--- config.mk ---
export PLATFORM = sky130hd
export DESIGN_NAME = box_draw
export DESIGN_NICKNAME = d
export VERILOG_FILES = /design/src/rtl/box_draw.sv
export SDC_FILE = /design/constraint.sdc
export NUM_CORES = 1
export LEC_CHECK = 0
export ABC_AREA = 1
export ABC_CLOCK_PERIOD_IN_PS = 2800
export CAP_MARGIN = 30
export CORE_MARGIN = 2
export CORE_UTILIZATION = 50
export CTS_CLUSTER_SIZE = 28
export DETAILED_ROUTE_END_ITERATION = 12
export PLACE_DENSITY_LB_ADDON = 0.1
export SLEW_MARGIN = 20
export SYNTH_ARGS = -nofsm -noshare
export SYNTH_HDL_FRONTEND = slang
export SYNTH_SLANG_ARGS = --single-unit
export TNS_END_PERCENT = 5
--- constraint.sdc ---
create_clock -name clk -period 2.8 [get_ports clk]
set_input_delay 0.28 -clock clk [delete_from_list [all_inputs] [get_ports clk]]
set_output_delay 0.28 -clock clk [all_outputs]
set_load 0.01 [all_outputs]
--- src/rtl/box_draw.sv ---
// Filled-box rasteriser: one BOX_W x BOX_H box per accepted request, one pixel per clock,
// with pixels off the SCREEN_W x SCREEN_H screen skipped instead of wrapped.
module box_draw #(
   parameter int BOX_W    = 4,
   parameter int BOX_H    = 4,
   parameter int SCREEN_W = 160,
   parameter int SCREEN_H = 120
) (
   input  logic       clk,
   input  logic       resetn,
   input  logic       req_valid,
   output logic       req_ready,
   input  logic [7:0] req_x,
   input  logic [6:0] req_y,
   input  logic [2:0] req_colour,
   output logic [7:0] vga_x,
   output logic [6:0] vga_y,
   output logic [2:0] vga_colour,
   output logic       vga_plot,
   output logic       busy,
   output logic       done
);

   typedef enum logic [1:0] {S_IDLE, S_DRAW, S_DONE} state_t;

   localparam logic [3:0] OX_LAST = 4'(BOX_W - 1);
   localparam logic [3:0] OY_LAST = 4'(BOX_H - 1);
   localparam logic [8:0] SCR_W   = 9'(SCREEN_W);
   localparam logic [7:0] SCR_H   = 8'(SCREEN_H);

   state_t     state_q, state_d;
   logic [7:0] x0_q, x0_d;
   logic [6:0] y0_q, y0_d;
   logic [2:0] col_q, col_d;
   logic [3:0] ox_q, ox_d, oy_q, oy_d;
   logic [7:0] vx_q, vx_d;
   logic [6:0] vy_q, vy_d;
   logic [2:0] vc_q, vc_d;
   logic       plot_q, plot_d;

   // Pixel to be presented next cycle: base origin plus offsets
   logic       emit;
   logic [7:0] px_base;
   logic [6:0] py_base;
   logic [2:0] p_col;
   logic [3:0] p_ox, p_oy;
   logic [8:0] x_sum;
   logic [7:0] y_sum;

   always_ff @(posedge clk or negedge resetn) begin
      if (!resetn) begin
         state_q <= S_IDLE;
         x0_q    <= '0;
         y0_q    <= '0;
         col_q   <= '0;
         ox_q    <= '0;
         oy_q    <= '0;
         vx_q    <= '0;
         vy_q    <= '0;
         vc_q    <= '0;
         plot_q  <= 1'b0;
      end else begin
         state_q <= state_d;
         x0_q    <= x0_d;
         y0_q    <= y0_d;
         col_q   <= col_d;
         ox_q    <= ox_d;
         oy_q    <= oy_d;
         vx_q    <= vx_d;
         vy_q    <= vy_d;
         vc_q    <= vc_d;
         plot_q  <= plot_d;
      end
   end

   always_comb begin
      state_d = state_q;
      x0_d    = x0_q;
      y0_d    = y0_q;
      col_d   = col_q;
      ox_d    = ox_q;
      oy_d    = oy_q;
      vx_d    = vx_q;
      vy_d    = vy_q;
      vc_d    = vc_q;
      plot_d  = 1'b0;
      emit    = 1'b0;
      px_base = x0_q;
      py_base = y0_q;
      p_col   = col_q;
      p_ox    = '0;
      p_oy    = '0;

      case (state_q)
         S_IDLE: begin
            if (req_valid) begin
               // Pixel 0 comes straight from the request so it is on the outputs next cycle
               state_d = S_DRAW;
               x0_d    = req_x;
               y0_d    = req_y;
               col_d   = req_colour;
               ox_d    = '0;
               oy_d    = '0;
               emit    = 1'b1;
               px_base = req_x;
               py_base = req_y;
               p_col   = req_colour;
            end
         end
         S_DRAW: begin
            if (ox_q == OX_LAST && oy_q == OY_LAST) begin
               state_d = S_DONE;
            end else begin
               if (ox_q == OX_LAST) begin
                  ox_d = '0;
                  oy_d = oy_q + 4'd1;
               end else begin
                  ox_d = ox_q + 4'd1;
               end
               emit = 1'b1;
               p_ox = ox_d;
               p_oy = oy_d;
            end
         end
         S_DONE: state_d = S_IDLE;
         default: state_d = S_IDLE;
      endcase

      x_sum = {1'b0, px_base} + {5'b0, p_ox};
      y_sum = {1'b0, py_base} + {4'b0, p_oy};
      if (emit) begin
         vx_d   = x_sum[7:0];
         vy_d   = y_sum[6:0];
         vc_d   = p_col;
         plot_d = (x_sum < SCR_W) && (y_sum < SCR_H);
      end
   end

   assign req_ready  = (state_q == S_IDLE);
   assign busy       = (state_q != S_IDLE);
   assign done       = (state_q == S_DONE);
   assign vga_x      = vx_q;
   assign vga_y      = vy_q;
   assign vga_colour = vc_q;
   assign vga_plot   = plot_q;

endmodule

Word level (Yosys, flattened, before mapping):

Index checks and enable logic that the tools add are counted.

* word-level logic and storage cells: 54
* bits in read-only memories: 0
* input bits: 21
* output and inout port bits: 22
* RAM bits: 0
* register bits after elaboration: 47
* memories kept: 0
* bits in latches: 0

* multiply operators: 0
* $add $sub $neg: 4
* mux-type cells: 24
* reductions and logical operators: 7
* shift operators: 0
* bitwise logic cells: 0
* magnitude comparators: 2
* div/mod/pow operators: 0
* equal/unequal tests: 7

Operators with widths (count)
* 4-bit 2-to-1 mux: 9
* 8-bit 2-to-1 mux: 2
* 4-bit one-hot mux with 2 select lines: 2
* 7-bit 2-to-1 mux: 2
* 8-bit by 4-bit adder with 9-bit output: 1
* 9-bit by 8-bit < comparator with 1-bit output, second input constant: 1
* 4-bit by 1-bit adder with 4-bit output, second input constant: 2
* 7-bit by 4-bit adder with 8-bit output: 1
* 4-bit by 2-bit == test with 1-bit output, second input constant: 2
* 8-bit by 7-bit < comparator with 1-bit output, second input constant: 1
* 3-bit 2-to-1 mux: 2
* 2-bit != test, second input constant: 3
* 2-bit 2-to-1 mux: 2
* 2-bit one-hot mux with 2 select lines: 1
* 2-bit nonzero test: 2
* 1-bit 2-to-1 mux: 3
* 3-bit AND reduction: 1
* 2-bit by 1-bit == test with 1-bit output, second input constant: 1
* 2-bit == test, second input constant: 1
* 1-bit logical AND: 2
* 2-bit zero test: 1
* 1-bit one-hot mux with 2 select lines: 1
* 2-bit AND reduction: 1

Logic depth before layout (Yosys ltp):

Gate-level depths: netlist (run 1).

* word-level depth: 8
* mapped depth: 21

Worst setup path before layout (run 1):

OpenSTA, ideal clock, no wires.

* path kind: register to register
* start point: register ox_q[0]
* end point: register plot_q, in the netlist vga_plot
* arrival: 2.445 ns
* setup slack: 0.241 ns
* cell stages (with the launch flop): 20
* required time: 2.686 ns
* cells stage by stage: dfrtp_1 -> ha_1 -> nand3_1 -> inv_2 -> nand4_1 -> nand2_2 -> nand2_2 -> inv_2 -> buf_6 -> nor2_1 -> ha_1 -> fa_1 -> nand3_1 -> nand2_1 -> nand2_1 -> nand2_1 -> nor2_1 -> nand3_1 -> nand2_1 -> nor2_1

* longest elaborated chain between the ends: 8
* elaborated cells on any way between the ends: 17

RTL lines
* start, declared: line 35 `logic [3:0] ox_q, ox_d, oy_q, oy_d;`
* start signal, assigned: line 56 `ox_q <= '0;`
* start signal, assigned: line 67 `ox_q <= ox_d;`
* 4-bit by 1-bit adder with 4-bit output / 4-bit by 2-bit == test with 1-bit output (equally long branches): line 118, 111, 114
* 4-bit 2-to-1 mux / 1-bit logical AND (equally long branches): line 114, 111
* 4-bit 2-to-1 mux: line 111 `if (ox_q == OX_LAST && oy_q == OY_LAST) begin`
* 4-bit 2-to-1 mux: line 94 `case (state_q)`
* 8-bit by 4-bit adder with 9-bit output / 7-bit by 4-bit adder with 8-bit output (equally long branches): line 129, 130
* 9-bit by 8-bit < comparator with 1-bit output / 8-bit by 7-bit < comparator with 1-bit output (equally long branches): line 135 `plot_d = (x_sum < SCR_W) && (y_sum < SCR_H);`
* 1-bit logical AND: line 135
* 1-bit 2-to-1 mux *: line 131 `if (emit) begin`
* named net plot_d: line 39 `logic plot_q, plot_d;`
* end signal, assigned: line 72 `plot_q <= plot_d;`
* end, declared: line 39

The timed path passes the listed nets; every way through them passes the cells marked *.
A chain may end at the register's enable or synchronous reset.

Final worst setup path (run 1):

Ends and elaborated chain as after synthesis.

==> impl_metrics.toml, run 1 <==
[logic_synthesis]
synth.cell_area_mm2 = 0.00249
synth-edff-count = 0
synth_area_leaders = "dfrtp_1, nand2_1, ha_1, nand3_1, inv_1"
ys_seq_elements = 47
yosys_warnings = 0
syn_inst = 284
yosysTopAreaCell = "dfrtp_1"
ys_types = 30
avgSynthCellArea_um2 = 8.76
synth_nets = 317
synth_ff_type = "dfrtp_1"
async_flop_share = 1.00
yosysTopAreaCellShare = 0.473
ys_seq_area_frac = 0.473

[die]
rows = 25
initial_utilization = 0.523
coreArea_mm2 = 0.00475
fp.dieArea_mm2 = 0.00556
die_h_um = 74.6
dieWidth_um = 74.6
pin_count = 43

[global_route]
use_met3 = 0.0407
grt_usage = 0.209
first_global_vias = 1850
grt_max_degree = 25
grt.met1_usage = 0.278
grt_pass1_wl_um = 8600
antenna_found_initial = 0
busiest_layer = "met2"
overflow = 0
gr-usage-met2 = 0.341

[place]
place_congestion = 0.853
placed_cell_area_mm2 = 0.00303
hpwl_um = 3920
port_buffers = 42

[clock_network]
insertion_delay_ns = 0.31
clk_path_buf_depth = 2
clk_pin_slew_ns = 0.08
cts_sinks = 47
htreeDepth = 2
cts_buffers = 5
cts_tree = "built"
cts_root_buf = "clkbuf_8"

[critical_path]
crit_path_start_kind = "flop"
cp.arrival_ns = 2.77
worstSetupPathType = "reg2reg"
r2r-end = "vga_plot$_DFF_PN0_"
r2r.worst_path.cells = 18
critPathMaxFanout = 5
regToRegStartpoint = "ox_q[0]$_DFFE_PN0P_"
required_ns = 3.00
end_kind = "flop"
ff2ff_setup_slack_ns = 0.24

[worst_hold_path]
hold_path_class = "in2async"

[route]
drt-pass1-iter-count = 4
wl_um = 5140
vias = 1969
drc = 0
wl_per_cell_um = 12.6
antenna_left = 0
drt_iter0_markers = 66
via_per_inst = 4.83

[run]
drv_cap = 0

[timing]
min_period_ns = 2.56
fin_crit_sh = 0.915
tns_ns = 0
drv_slew = 0
rsz0062_at_grt = "false"
worstMarginPinSlew_ns = 0.379
relSlewSlack = 0.748
hold_viol = 0
setup_viol = 0
fmax_mhz = 390
finClkSkew_ns = 0.00732

[cells_and_area]
drive_above_1_share = 0.158
fin_area_mm2 = 0.00322
ff_latch_area_mm2 = 0.00118
fillers = 428
synthToLayoutAreaGrowth_pct = 29.3
nets = 373
insertedDiodeCount = 0
multiInputGateArea_mm2 = 0.00112

[pwr]
p_leak_nw = 1.57
powerDensity_mw_per_mm2 = 1230
total_power_mw = 3.97
worst_ir_drop_vdd_mv = 0.679

[status]
outcome = "completed"
==> cells in the mapped netlist (4+ instances only) <==
| cell | n |
|---|---|
| nand2_1 | 71 |
| dfrtp_1 | 47 |
| inv_1 | 30 |
| nand3_1 | 23 |
| nor2_1 | 21 |
| o21ai_0 | 12 |
| ha_1 | 10 |
| mux2_2 | 7 |
| nand2_2 | 6 |
| a31oi_1 | 5 |
| inv_2 | 5 |
| buf_6 | 4 |
| nand4_1 | 4 |
| o21ai_1 | 4 |
| o22ai_1 | 4 |
==> logic make-up after synthesis <==
kind of cell | share of synthesized area
AOI/OAI and AO/OA | 0.0714
xor gates and xnor gates | 0.0211
adders and majority gates | 0.0664
buffers and inverters | 0.0809
DFF | 0.473
muxes | 0.0317
and+or+nand+nor | 0.256
==> stage by stage <==
step / utilization / instances / setup slack [ns] / hold slack (ns)
global placement: 0.626 / 393 / 0.156 / 0.449
CTS: 0.668 / 404 / 0.104 / 0.425
detailed placement: 0.638 / 395 / 0.0787 / 0.219
finish: 0.677 / 408 / 0.237 / 0.421
floorplan: - / 284 / 0.241 / -0.0156
global route: 0.677 / 408 / 0.00742 / 0.462
==> critical path, stage by stage (launching register included) <==
cell and delay [ns]:
dfrtp_1 0.38, ha_2 0.19, nand3_1 0.10, inv_2 0.10, nand4_1 0.16, nand2_2 0.17
nand2_2 0.07, inv_2 0.05, nor2_1 0.04, ha_2 0.19, fa_2 0.37, nand3_1 0.12
nand2_1 0.10, nand2_1 0.08, nand2_1 0.07, nor2_1 0.10, nand3_1 0.08, nand2_1 0.06
nor2_1 0.03
==> layout by cell type, fill, tap and decap left out, drive strengths merged <==
cell,Yosys,routed
nand3,23,23
mux2,7,7
clkbuf,0,6
o21bai,1,1
o22ai,4,4
nor2,24,24
inv,35,35
o21ai,17,17
xnor2,3,3
dlygate4sd3,0,1
clkdlybuf4s50,0,41
nand2,80,80
buf,8,15
a21o,1,1
bufinv,0,2
ha,10,10
xor2,3,3
fa,2,2
or2,3,3
nor3,2,2
nand3b,3,3
a31oi,5,5
nand4,4,4
a21oi,2,2
dfrtp,47,47
==> how the worst max path moves through the flow <==
stage / startpoint / end / slack (ns) / depth (start not counted)
detailed placement: req_valid / vga_plot$_DFF_PN0_ / 0.08 / 14
CTS: ox_q[0]$_DFFE_PN0P_ / vga_plot$_DFF_PN0_ / 0.10 / 16
global route: ox_q[1]$_DFFE_PN0P_ / vga_plot$_DFF_PN0_ / 0.007 / 18
floorplan: ox_q[0]$_DFFE_PN0P_ / vga_plot$_DFF_PN0_ / 0.24 / 19
finish: ox_q[0]$_DFFE_PN0P_ / vga_plot$_DFF_PN0_ / 0.24 / 18
global placement: req_valid / vga_plot$_DFF_PN0_ / 0.16 / 13
==> sequential cells by signal, summed over array words and instances, names as in the netlist <==
register and flops:
col_q 3, ox_q 4, oy_q 4, state_q 2
vga_colour 3, vga_plot 1, vga_x 8, vga_y 7
x0_q 8, y0_q 7
==> report_power, final <==
group	total, mW	internal (mW)	switching [mW]	leakage (nW)
registers	1.17	1.02	0.146	0.564
clock network	0.587	0.357	0.231	0.0654
logic	2.21	1.00	1.21	0.942
total	3.97	2.38	1.59	1.57
==> metal layers <==
layer,up-vias,share of wire
met5,-,0
met4,0,0.016
met3,6,0.036
met2,40,0.46
met1,897,0.48
li1,1026,-
==> final cells by class <==
cell class,count,share of cell area
multi-input combinational,194,0.349
timing repair buffer,57,0.177
clock inverter,2,0.0187
clock buffer,6,0.0226
inverter,35,0.0408
tap,67,0.0261
sequential,47,0.366
==> repair_timing <==
item / in CTS / in global routing
setup buffers: 0 / 4
endpoints found under the setup margin: 0 / 3
resized for setup: 0 / 5
hold buffers: 1 / 0
endpoints found under the hold margin: 14 / 0
Power figures use the tool's default switching activity.
==> run 2: changes to the inputs <==
- ABC_AREA: 1 -> not set
==> impl_metrics.toml, run 2 <==
[route]
antenna_left = 0
routed-wl-met3_um = 199
met2_length_um = 2570
via_per_inst = 5.26
wl_met1_um = 2290
wl_per_cell_um = 13.9
drt_iter0_markers = 75
wl_um = 5130
vias = 1945
drt-pass1-iter-count = 4
drc = 0
top_layer_used = "met4"

[logic_synthesis]
yosysMostFrequentCell = "nand2_1"
ys_seq_elements = 47
ys_types = 44
yosysTopAreaCell = "dfrtp_1"
syn_inst = 243
synth.cell_area_mm2 = 0.00243
yosys_warnings = 0
async_flop_share = 1.00
synth_nets = 276
ys_seq_area_frac = 0.485
synth-edff-count = 0
yosysTopAreaCellShare = 0.485
synth_common_cells = "nand2_1, dfrtp_1, o21ai_0"
synth_area_leaders = "dfrtp_1, nand2_1, ha_1, a21o_1, o21ai_0"
synth_ff_type = "dfrtp_1"
avgSynthCellArea_um2 = 9.98

[critical_path]
ff2ff_setup_slack_ns = 0.08
worstSetupPathType = "reg2reg"
r2r-end = "vga_plot$_DFF_PN0_"
regToRegStartpoint = "ox_q[1]$_DFFE_PN0P_"
critPathLaunch = "ox_q[1]$_DFFE_PN0P_"
required_ns = 2.97
crit_path_start_kind = "flop"
critPathMaxFanout = 5
end_kind = "flop"
cp.arrival_ns = 2.88
r2r.worst_path.cells = 13

[timing]
rsz0062_at_grt = "true"
fin_crit_sh = 0.970
setup_viol = 0
drv_slew = 0
worstMarginPinSlew_ns = 0.441
finClkSkew_ns = 0.00423
tns_ns = 0
fmax_mhz = 368
layout_setup_ws_ns = 0.0834
min_period_ns = 2.72
hold_viol = 0
relSlewSlack = 0.706

[pwr]
p_leak_nw = 1.56
powerDensity_mw_per_mm2 = 1140
p_comb_frac = 0.585
worst_ir_drop_vdd_mv = 0.544
clkPwrFrac = 0.103
p_sw_frac = 0.384
switchingPower_mw = 1.43
p_int_mw = 2.29
power_frac_seq = 0.312
total_power_mw = 3.72

[clock_network]
clk_path_buf_depth = 2
clk_pin_slew_ns = 0.08
htreeDepth = 2
cts_root_buf = "clkbuf_8"
cts_sinks = 47
cts_tree = "built"
insertion_delay_ns = 0.29
cts_buffers = 5

[die]
dieWidth_um = 73.7
die_h_um = 73.7
fp.dieArea_mm2 = 0.00543
coreArea_mm2 = 0.00469
rows = 25
initial_utilization = 0.517
pin_count = 43

[status]
outcome = "completed"

[cells_and_area]
drive_above_1_share = 0.199
layout_commonest_cell = "nand2_1"
nets = 348
synthToLayoutAreaGrowth_pct = 34.4
fillers = 388
final_cell_mix = "nand2_1, dfrtp_1, clkdlybuf4s50_1"
insertedDiodeCount = 0
instances_no_fill = 370

[place]
place_inst = 358
port_buffers = 42
place_congestion = 0.824
place_ws_ns = -0.0601
hpwl_um = 3810

[global_route]
grt_max_degree = 30
first_global_vias = 1868
overflow = 0
grt_pass1_wl_um = 8520
grt_usage = 0.205
antenna_found_initial = 0

[worst_hold_path]
hold_path_class = "in2async"

[run]
drv_cap = 0
-- run 2: kinds of logic after synthesis --
family / count (synthesis) / synth area share
simple gates: 97 / 0.190
flops: 47 / 0.485
compound gates: 46 / 0.127
buf+inv: 16 / 0.0304
xor+xnor: 13 / 0.0469
mux: 12 / 0.0526
fa+ha+maj: 12 / 0.0681
-- run 2: worst max path at each step --
stage / endpoint / slack, ns / depth (start not counted)
after CTS: vga_plot$_DFF_PN0_ / 0.006 / 13
final: vga_plot$_DFF_PN0_ / 0.08 / 13
after global placement: vga_plot$_DFF_PN0_ / 0.002 / 13
after floorplan: vga_plot$_DFF_PN0_ / 0.01 / 13
after detailed placement: vga_plot$_DFF_PN0_ / -0.06 / 13
after global routing: vga_plot$_DFF_PN0_ / -0.05 / 13
-- run 2: timing repair --
item,CTS,global route
hold buffers,1,0
setup buffers,0,3
endpoints found under the setup margin,1,7
pin swaps,0,11
resized for setup,2,17
hold endpoints to repair,18,0
-- run 2: layout make-up --
cell class	instances	area, um^2	area share
clock buffers	7	76.3	0.0234
clock inverters	1	5.00	0.00153
inverters	10	38.8	0.0119
multi-input cells	180	1240	0.382
flip-flops and latches	47	1180	0.361
well taps	54	67.6	0.0207
repair buffers	71	652	0.200
-- run 2: through the flow --
stage               hold slack [ns]   util  area [um^2]
global placement              0.452  0.652         3060
finish                        0.453  0.695         3260
CTS                           0.461  0.677         3170
floorplan                   -0.0156      -         2430
detailed placement            0.251  0.656         3080
global route                  0.496  0.695         3260
-- run 2: routing by layer --
metal	vias to the layer above	GRT usage
met3	6	0.0412
met2	36	0.338
met1	934	0.275
met4	0	0.0606
met5	-	0
li1	969	-
-- run 2: power groups by stage --
stage / sequential [mW] / clock, mW / combinational [mW]
final: 1.16 / 0.383 / 2.17
after global routing: 1.19 / 0.431 / 2.44
after CTS: 1.16 / 0.396 / 2.04
after detailed placement: 1.17 / 0 / 2.02
after global placement: 1.16 / 0 / 1.98
after floorplan: 1.21 / 0 / 1.17
-- run 2: critical path: stages, from the launching register on --
cell      delay (ns)
dfrtp_1         0.38
ha_2            0.20
nor3b_4         0.30
buf_4           0.18
xnor2_2         0.11
nor2_2          0.08
ha_4            0.17
fa_2            0.36
a21o_1          0.17
a21oi_2         0.16
and2_4          0.17
a21oi_2         0.05
o21ai_2         0.14
a311oi_2        0.10
==> run 3: changes to the inputs <==
- HOLD_SLACK_MARGIN: not set -> 0.03
==> results of run 3 <==
The final DEF is identical to that of run 2; final timing and power are the same.
